`src/rtl/gcd_pkg.sv`:
```
// Shared types and the round-robin pick used by the GCD scheduler.
package gcd_pkg;

    typedef enum logic [2:0] {
        S_IDLE,
        S_LOAD,
        S_RUN,
        S_DONE,
        S_FLUSH
    } gcd_sched_state_t;

    typedef struct packed {
        logic       found;
        logic [3:0] idx;
    } rr_pick_t;

    // Requests above NReq are zero-padded, so wrapping at 16 is equivalent to wrapping at NReq.
    function automatic rr_pick_t rr_pick(input logic [15:0] req, input logic [3:0] ptr);
        rr_pick_t   r;
        logic [3:0] idx;
        r = '0;
        for (int i = 0; i < 16; i++) begin
            idx = ptr + 4'(i);
            if (!r.found && req[idx]) begin
                r.found = 1'b1;
                r.idx   = idx;
            end
        end
        return r;
    endfunction

endpackage

```
`src/rtl/gcd_sched_rr_arbiter.sv`:
```
// Round-robin pick over NReq requests; combinational grant, pointer advances past the winner on adv.
module rr_arbiter
    import gcd_pkg::*;
#(
    parameter int NReq = 4,
    localparam int IdW = $clog2(NReq)
) (
    input  logic            clk,
    input  logic            rst,
    input  logic            adv,
    input  logic [NReq-1:0] req_i,
    output logic [NReq-1:0] gnt_o,
    output logic [IdW-1:0]  gnt_id_o,
    output logic            found_o
);

    localparam logic [IdW-1:0] LastId = IdW'(NReq - 1);

    logic [IdW-1:0] ptr_q;
    logic [IdW-1:0] ptr_d;
    rr_pick_t       pick;

    always_comb begin
        pick     = rr_pick(16'(req_i), 4'(ptr_q));
        found_o  = pick.found;
        gnt_id_o = pick.idx[IdW-1:0];
        gnt_o    = pick.found ? (NReq'(1) << gnt_id_o) : '0;
        ptr_d    = (gnt_id_o == LastId) ? '0 : gnt_id_o + 1'b1;
    end

    always_ff @(posedge clk) begin
        if (rst) begin
            ptr_q <= '0;
        end else if (adv) begin
            ptr_q <= ptr_d;
        end
    end

endmodule

```
`src/rtl/gcd_sched.sv`:
```
// Shares one GCD core among NReq requesters; response at grant+2+k cycles, or grant+2+MaxCycles on abort.
// Requests wait on req_valid until granted; the response bus has no backpressure.
module gcd_sched
    import gcd_pkg::*;
#(
    parameter int NBits     = 8,
    parameter int NReq      = 4,
    parameter int MaxCycles = 64,
    localparam int IdW      = $clog2(NReq)
) (
    input  logic                  clk,
    input  logic                  rst,
    input  logic [NReq-1:0]       req_valid,
    input  logic [NReq*NBits-1:0] req_x,
    input  logic [NReq*NBits-1:0] req_y,
    output logic [NReq-1:0]       req_ready,
    output logic                  resp_valid,
    output logic [IdW-1:0]        resp_id,
    output logic [NBits-1:0]      resp_data,
    output logic                  resp_err,
    output logic [NBits-1:0]      core_xi,
    output logic [NBits-1:0]      core_yi,
    output logic                  core_start,
    output logic                  core_rst,
    input  logic [NBits-1:0]      core_xo,
    input  logic                  core_rdy
);

    localparam int CntW = $clog2(MaxCycles + 1);
    localparam logic [CntW-1:0] CntLast = CntW'(MaxCycles - 1);
    localparam logic [CntW-1:0] CntMax  = CntW'(MaxCycles);

    gcd_sched_state_t state_q, state_d;
    logic [NBits-1:0] x_q, x_d, y_q, y_d, data_q, data_d;
    logic [IdW-1:0]   id_q, id_d;
    logic             err_q, err_d;
    logic [CntW-1:0]  cnt_q, cnt_d;

    logic [NReq-1:0]  gnt;
    logic [IdW-1:0]   gnt_id;
    logic             found;
    logic             grant;

    assign grant = (state_q == S_IDLE) && found;

    rr_arbiter #(.NReq(NReq)) u_arb (
        .clk      (clk),
        .rst      (rst),
        .adv      (grant),
        .req_i    (req_valid),
        .gnt_o    (gnt),
        .gnt_id_o (gnt_id),
        .found_o  (found)
    );

    always_ff @(posedge clk) begin
        if (rst) begin
            state_q <= S_IDLE;
        end else begin
            state_q <= state_d;
        end
    end

    always_comb begin
        state_d = state_q;
        case (state_q)
            S_IDLE:  if (found) state_d = S_LOAD;
            S_LOAD:  state_d = S_RUN;
            S_RUN: begin
                if (core_rdy)              state_d = S_DONE;
                else if (cnt_q == CntLast) state_d = S_FLUSH;
            end
            S_DONE:  state_d = S_IDLE;
            S_FLUSH: state_d = S_IDLE;
            default: state_d = S_IDLE;
        endcase
    end

    // Strobes are masked during reset so a reset landing in IDLE/DONE/FLUSH emits nothing.
    always_comb begin
        req_ready  = '0;
        resp_valid = 1'b0;
        core_start = 1'b0;
        case (state_q)
            S_IDLE:  req_ready  = rst ? '0 : gnt;
            S_RUN:   core_start = 1'b1;
            S_DONE:  resp_valid = !rst;
            S_FLUSH: resp_valid = !rst;
            default: ;
        endcase
        core_rst = rst || (state_q == S_FLUSH);
    end

    always_comb begin
        x_d    = x_q;
        y_d    = y_q;
        id_d   = id_q;
        data_d = data_q;
        err_d  = err_q;
        cnt_d  = cnt_q;
        case (state_q)
            S_IDLE: begin
                if (found) begin
                    for (int i = 0; i < NReq; i++) begin
                        if (gnt[i]) begin
                            x_d = req_x[i*NBits +: NBits];
                            y_d = req_y[i*NBits +: NBits];
                        end
                    end
                    id_d = gnt_id;
                end
            end
            S_LOAD: cnt_d = '0;
            S_RUN: begin
                if (cnt_q != CntMax) cnt_d = cnt_q + 1'b1;
                if (core_rdy) begin
                    data_d = core_xo;
                    err_d  = 1'b0;
                end else if (cnt_q == CntLast) begin
                    data_d = '0;
                    err_d  = 1'b1;
                end
            end
            default: ;
        endcase
    end

    always_ff @(posedge clk) begin
        if (rst) begin
            x_q    <= '0;
            y_q    <= '0;
            id_q   <= '0;
            data_q <= '0;
            err_q  <= 1'b0;
            cnt_q  <= '0;
        end else begin
            x_q    <= x_d;
            y_q    <= y_d;
            id_q   <= id_d;
            data_q <= data_d;
            err_q  <= err_d;
            cnt_q  <= cnt_d;
        end
    end

    assign core_xi   = x_q;
    assign core_yi   = y_q;
    assign resp_id   = id_q;
    assign resp_data = data_q;
    assign resp_err  = err_q;

endmodule
```
`config.mk`:
```
export PLATFORM = sky130hd
export DESIGN_NAME = gcd_sched
export DESIGN_NICKNAME = d
export VERILOG_FILES = /design/src/rtl/gcd_pkg.sv /design/src/rtl/gcd_sched_rr_arbiter.sv /design/src/rtl/gcd_sched.sv
export SDC_FILE = /design/constraint.sdc
export NUM_CORES = 1
export LEC_CHECK = 0
export ABC_AREA = 1
export BUFFER_PORTS_ARGS = -buffer_cell sky130_fd_sc_hd__buf_4
export CORE_AREA = 10 10 139 103
export CTS_BUF_LIST = sky130_fd_sc_hd__clkbuf_16
export CTS_CLUSTER_SIZE = 14
export DETAILED_ROUTE_END_ITERATION = 6
export DIE_AREA = 0 0 149 113
export GPL_ROUTABILITY_DRIVEN = 1
export PLACE_DENSITY = 0.47
export SKIP_CTS_REPAIR_TIMING = 1
export SLEW_MARGIN = 0
export SYNTH_ARGS = -nofsm -noshare
export SYNTH_HDL_FRONTEND = slang
export SYNTH_SLANG_ARGS = --single-unit
```
`constraint.sdc`:
```
create_clock -name clk -period 7.1 [get_ports clk]
set_input_delay 1.42 -clock clk [delete_from_list [all_inputs] [get_ports clk]]
set_output_delay 1.42 -clock clk [all_outputs]
set_load 0.02 [all_outputs]
```
==> reports/metrics.yaml, run 1 <==
tightestPinTransition_ns: 0.868
yosysSeqAreaShare: 0.273
switchingPower_mw: 1.05
period_needed_ns: 5.46
cts.clk_slew.worst_paths_ns: 0.06
h-tree-depth: 2
leakage_nw: 2.11
syn-num-nets: 550
muxShareOfSynthArea: 0
final_util: 0.340
power.share.switching: 0.539
die_x_um: 149
grt_use_total: 0.112
drive_above_1_share: 0.262
p_comb_frac: 0.726
ff2ff_path_depth: 19
dp_hpwl_um: 7850
multi_input_area_um2: 1590
vias_per_cell: 4.30
cts_root_buffer: "clkbuf_16"
setup_viol: 0
syn_inst: 463
holdWs_ns: 0.464
power_density_nw_per_um2: 498
grt.overflow.total: 0
grtUsageMet1: 0.145
reg2reg_to: "core_yi[0]"
end_kind: "output port"
maxCapViolCount: 0
synthXorXnorAreaFrac: 0.00306
timing.fmax_ghz: 0.183
die_area_um2: 16800
gp_congestion: 0.813
hold_viol: 0
clock_latency_ns: 0.28
p_seq_frac: 0.160
reg2reg_from: "u_arb.ptr_q[0]"
grt_pass1_vias: 3109
crit_end: "req_ready[3]"
slowest_stage: "ha_1"
critical_path.cell_chain: "buf_4 > inv_1 > nand2_1 > nand3_1 > nand2_1 > inv_1 > nand2_2 > nor2_8 > nand2_1 > nor2_1 > nand2_1 > o21ai_0 > ha_1 > nand2_4 > nor2_1 > buf_4"
start_kind: "primary input"
die_h_um: 113
cp_max_fo: 17
num-fill-cells: 1297
grt_max_degree: 38
syn_area_um2: 2860
drc_errors: 0
globalRouteMet2Util: 0.174
startpoint: "req_valid[3]"
cp_data_arrival_time_ns: 4.04
crit_path_max_incr_delay_ns: 0.69
synth_simple_gate_area_share: 0.387
ant_nets: 0
slew_headroom: 0.417
area_delta_synth_final_pct: 37.4
yosys_warnings: 0
synthDistinctLibCells: 33
diodes: 0
via_count: 3102
antenna_found_initial: 0
drtPass1Iterations: 4
regArea_um2: 781
cts_num_sinks: 39
worst-path-buf-inv: 4
wirelength_um: 9630
p_int_mw: 0.903
ios: 113
worst-path-stages: 16
wl_per_cell_um: 13.3
slew_viol_final: 0
peakVddDrop_mv: 0.176
portBuffers: 112
clockBufferDepth: 2
required_ns: 5.68
drt_iter0_drc: 128
holdCritPathClass: "flip-flop to flip-flop"
cpMostUsedCell: "nand2_1"
start_util: 0.247
tritoncts: "yes"
fin_tns_setup_ns: 0
crit_type: "primary input to output port"
hp-start: "resp_data[7]"
rsz0062_at_grt: "no"
core_area_um2: 11600
grt_pass1_wl_um: 15500
grt_busiest_layer: "met2"
synth_compound_area_frac: 0.132
r2r_slack_ns: 3.28
setup_slack_ns: 1.64
status: "finished clean"
ys_ff_latch: 39
synth-adder-area-share: 0.0350
cpLargestDelayFamily: "simple AND/OR/NAND/NOR gates"
p_clk_frac: 0.114
power_mw: 1.96
cts_made_buffers: 5
fin_skew_ns: 0.00485
rows: 33
min_period_over_period: 0.769
met3_usage: 0.0462
nets: 651
synth_top_family_by_area: "simple AND/OR/NAND/NOR gates"
pre_cts_ws_ns: 1.62
syn_area_per_cell_um2: 6.17
==> tightest hold or removal path, delay by kind of cell, from the launching register on <==
family | cells | cell delay [ns]
AO/OA/AOI/OAI | 1 | 0.05
flip-flops | 1 | 0.31
AND/OR/NAND/NOR | 1 | 0.06
==> state kept, by name, summed over array words and instances, names as in the netlist <==
signal / flops
resp_data: 8
state_q: 3
resp_err: 1
resp_id: 2
core_yi: 8
cnt_q: 7
core_xi: 8
u_arb.ptr_q: 2
==> cell families (layout without fill, tap and decap cells) <==
family	after synthesis	after routing
AO/OA/AOI/OAI	65	65
XOR/XNOR	1	1
AND/OR/NAND/NOR	233	233
buffers and inverters	117	219
flip-flops	39	39
adder cells (fa/ha/maj)	8	8
==> cell type report <==
type                            instances  area share
Clock buffer                            5      0.0319
Tap cell                              157      0.0500
Sequential cell                        39       0.199
Timing Repair Buffer                  112       0.214
Inverter                               99      0.0946
Clock inverter                          3     0.00510
Multi-Input combinational cell        307       0.406
==> cells in the final DEF, fill, tap and decap left out, types with 3 or more instances in the layout <==
cell / n
clkbuf_16: 5
nand3_2: 10
nand2_4: 5
dfxtp_1: 39
o21ai_0: 11
inv_1: 98
nor2_1: 19
a21oi_2: 9
nor3_1: 3
buf_4: 112
nand3_1: 58
a21oi_1: 38
nand4_1: 3
ha_1: 8
nand2_1: 128
==> worst min-delay path by stage <==
| stage | endpoint | cells after the start | slack [ns] |
|---|---|---|---|
| global placement | resp_data[7] | 2 | 0.45 |
| CTS | resp_data[7] | 2 | 0.47 |
| global route | core_yi[1] | 2 | 0.49 |
| detailed placement | resp_data[7] | 2 | 0.46 |
| floorplan | cnt_q[4] | 2 | 0.46 |
| finish | resp_data[7] | 2 | 0.46 |
==> metal layers <==
metal / wire length, um / part of all wire
met1: 4620 / 0.48
met2: 4210 / 0.44
met3: 771 / 0.080
met4: 33 / 0.0034
met5: 0 / 0
==> metrics by stage <==
step	cell area [um^2]	instances
after floorplan	2860	463
after global placement	3780	714
after detailed placement	3780	714
after CTS	3930	722
after global routing	3930	722
final	3930	722
==> cell usage after synthesis (all sizes together) <==
cell    count  share of area
clkbuf      8          0.011
dfxtp      39           0.27
nand2     134           0.19
a211oi      2         0.0053
buf        10          0.029
xor2        1         0.0031
inv        99           0.13
nor3b       1         0.0026
o21ai      11          0.019
nand4       4          0.014
nor2       20          0.032
o211ai      2         0.0053
nor3        3         0.0053
or2         2         0.0044
nor4        1         0.0022
a21oi      47          0.094
nand3      68           0.14
ha          8          0.035
o41ai       1         0.0031
a31oi       1         0.0022
a41oi       1         0.0031
==> power by group through the flow <==
stage,clock network (mW),registers [mW],logic (mW)
3_5_place_dp,0,0.316,1.44
6_report,0.223,0.313,1.42
4_1_cts,0.231,0.313,1.45
2_1_floorplan,0,0.353,1.10
3_3_place_gp,0,0.317,1.42
5_1_grt,0.240,0.320,1.63
Note: power is estimated with default switching activity, not from simulation.
==> inputs of run 2 (changes only) <==
Clock period 7.1 ns to 5.25 ns, I/O delays scaled along.
==> run 2 against run 1 <==
Count of clock-buffer cells in the layout unchanged; register-to-register slack worse by 1.6 ns; global-route usage up 0.062 points; via count up 1.3%; clock power up 55%; setup slack worse by 1.1 ns; critical path depth unchanged; wire length up 0.12%; non-clock buffer count up 2; sequential share of layout area down 0.18 points.
==> reports/metrics.yaml, run 2 (synthesized netlist as in run 1, its figures left out) <==
crit_type: "flip-flop to output port"
peakVddDrop_mv: 0.202  # +15%
cpLargestDelayFamily: "simple AND/OR/NAND/NOR gates"
period_needed_ns: 4.66
holdCritPathClass: "flip-flop to flip-flop"
status: "finished clean"
critical_path.cell_chain: "inv_2 > ha_1 > inv_1 > nand3_1 > nand3_2 > nand2_4 > nor2_8 > nand2_1 > nor2_1 > nand2_1 > o21ai_0 > inv_1 > ha_2 > nand2_4 > nor2_1 > buf_4"
via_count: 3143  # +1.3%
drive_above_1_share: 0.266  # +0.00437
placed_area_um2: 3800  # +0.40%
grt.overflow.total: 0  # unchanged
timing.fmax_ghz: 0.214
cts_made_buffers: 5  # unchanged
worst-path-buf-inv: 4  # unchanged
start_util: 0.247  # unchanged
leakage_nw: 2.13  # +1.1%
h-tree-depth: 2  # unchanged
tritoncts: "yes"
cts.clk_slew.worst_paths_ns: 0.06  # about the same
required_ns: 4.20  # -1.48 ns
die_h_um: 113  # unchanged
grt_pass1_vias: 3167  # +1.9%
ios: 113  # unchanged
min_period_over_period: 0.888
layout.cells.most_common_list: "128 x nand2_1, 114 x buf_4, 98 x inv_1"
end_kind: "output port"
drtPass1Iterations: 4  # unchanged
area_delta_synth_final_pct: 38.7
regArea_um2: 781  # unchanged
layout_commonest_cell: "nand2_1"
vias_per_cell: 4.34  # +1.0%
dp_hpwl_um: 7670  # -2.4%
power_density_nw_per_um2: 690  # +39%
cts_root_buffer: "clkbuf_16"
crit_path_max_incr_delay_ns: 0.50  # -0.19 ns
final_area_um2: 3960  # +0.92%
nets: 653  # +0.31%
gp_congestion: 0.821  # +0.90%
rsz0062_at_grt: "no"
portBuffers: 112  # unchanged
num-fill-cells: 1289  # -0.62%
slew_viol_final: 0  # unchanged
die_area_um2: 16800  # unchanged
cp_max_fo: 17  # unchanged
multi_input_area_um2: 1600  # +0.16%
cp_data_arrival_time_ns: 3.61  # -0.43 ns
start_kind: "flip-flop"
setup_viol: 0  # unchanged
fin_tns_setup_ns: 0  # unchanged
rows: 33  # unchanged
slowest_stage: "dfxtp_1"
wl_per_cell_um: 13.3  # -0.15%
ant_nets: 0  # unchanged
drt_iter0_drc: 143  # +12%
die_x_um: 149  # unchanged
cts_num_sinks: 39  # unchanged
tightestPinTransition_ns: 0.852  # -0.0153 ns
hold_viol: 0  # unchanged
maxCapViolCount: 0  # unchanged
clock_latency_ns: 0.28  # about the same
diodes: 0  # unchanged
fin_skew_ns: 0.00603  # +0.00118 ns
grt_pass1_wl_um: 15800  # +2.0%
slew_headroom: 0.427  # +0.0103
antenna_found_initial: 0  # unchanged
drc_errors: 0  # unchanged
wirelength_um: 9640  # +0.12%
grt_max_degree: 38  # unchanged
clockBufferDepth: 2  # unchanged
holdWs_ns: 0.461  # -0.00294 ns
core_area_um2: 11600  # unchanged
grt_use_total: 0.113  # +0.000616
final_util: 0.343  # +0.00314
[run 2: through the flow]
stage	instances	setup slack, ns	power [mW]
2_1_floorplan	463	1.08	1.97
3_3_place_gp	716	0.618	2.38
3_5_place_dp	716	0.556	2.40
4_1_cts	724	0.329	2.76
5_1_grt	724	0.147	3.05
6_report	724	0.588	2.73
[run 2: metal layers]
metal  vias to the layer above  part of all wire  GRT usage
li1                       1647                 -          -
met1                      1399              0.48      0.142
met2                        90              0.42      0.176
met3                         7             0.094     0.0494
met4                         0            0.0050     0.0196
met5                         -                 0          0
[run 2: path summary, 6_finish.rpt]
kind / slack [ns] / start / cells after the start / end
worst max-delay path: 0.59 / u_arb.ptr_q[0] / 16 / req_ready[1]
worst min-delay path: 0.46 / resp_data[4] / 2 / resp_data[4]
worst max register to register: 1.64 / u_arb.ptr_q[0] / 19 / core_yi[1]
worst min register to register: 0.46 / resp_data[4] / 2 / resp_data[4]
[run 2: area by class of cell]
type,instances,area share
flip-flops and latches,39,0.197
clock inverters,3,0.00979
repair buffers,114,0.216
inverters,99,0.0937
well taps,157,0.0496
multi-input cells,307,0.402
clock buffers,5,0.0316
[run 2: worst reg2reg max path, delay by kind of cell, from the launching register on]
kind                     cells  cell delay, ns
flip-flops                   1            0.50
AND/OR/NAND/NOR             12            1.38
buffers and inverters        3            0.43
AO/OA/AOI/OAI                2            0.40
adder cells (fa/ha/maj)      2            0.76
[run 2: where the power goes]
group / switching [mW] / total [mW] / internal (mW)
Clock: 0.123 / 0.345 / 0.222
Sequential: 0.0485 / 0.422 / 0.374
Combinational: 1.28 / 1.97 / 0.691
Total: 1.45 / 2.73 / 1.29
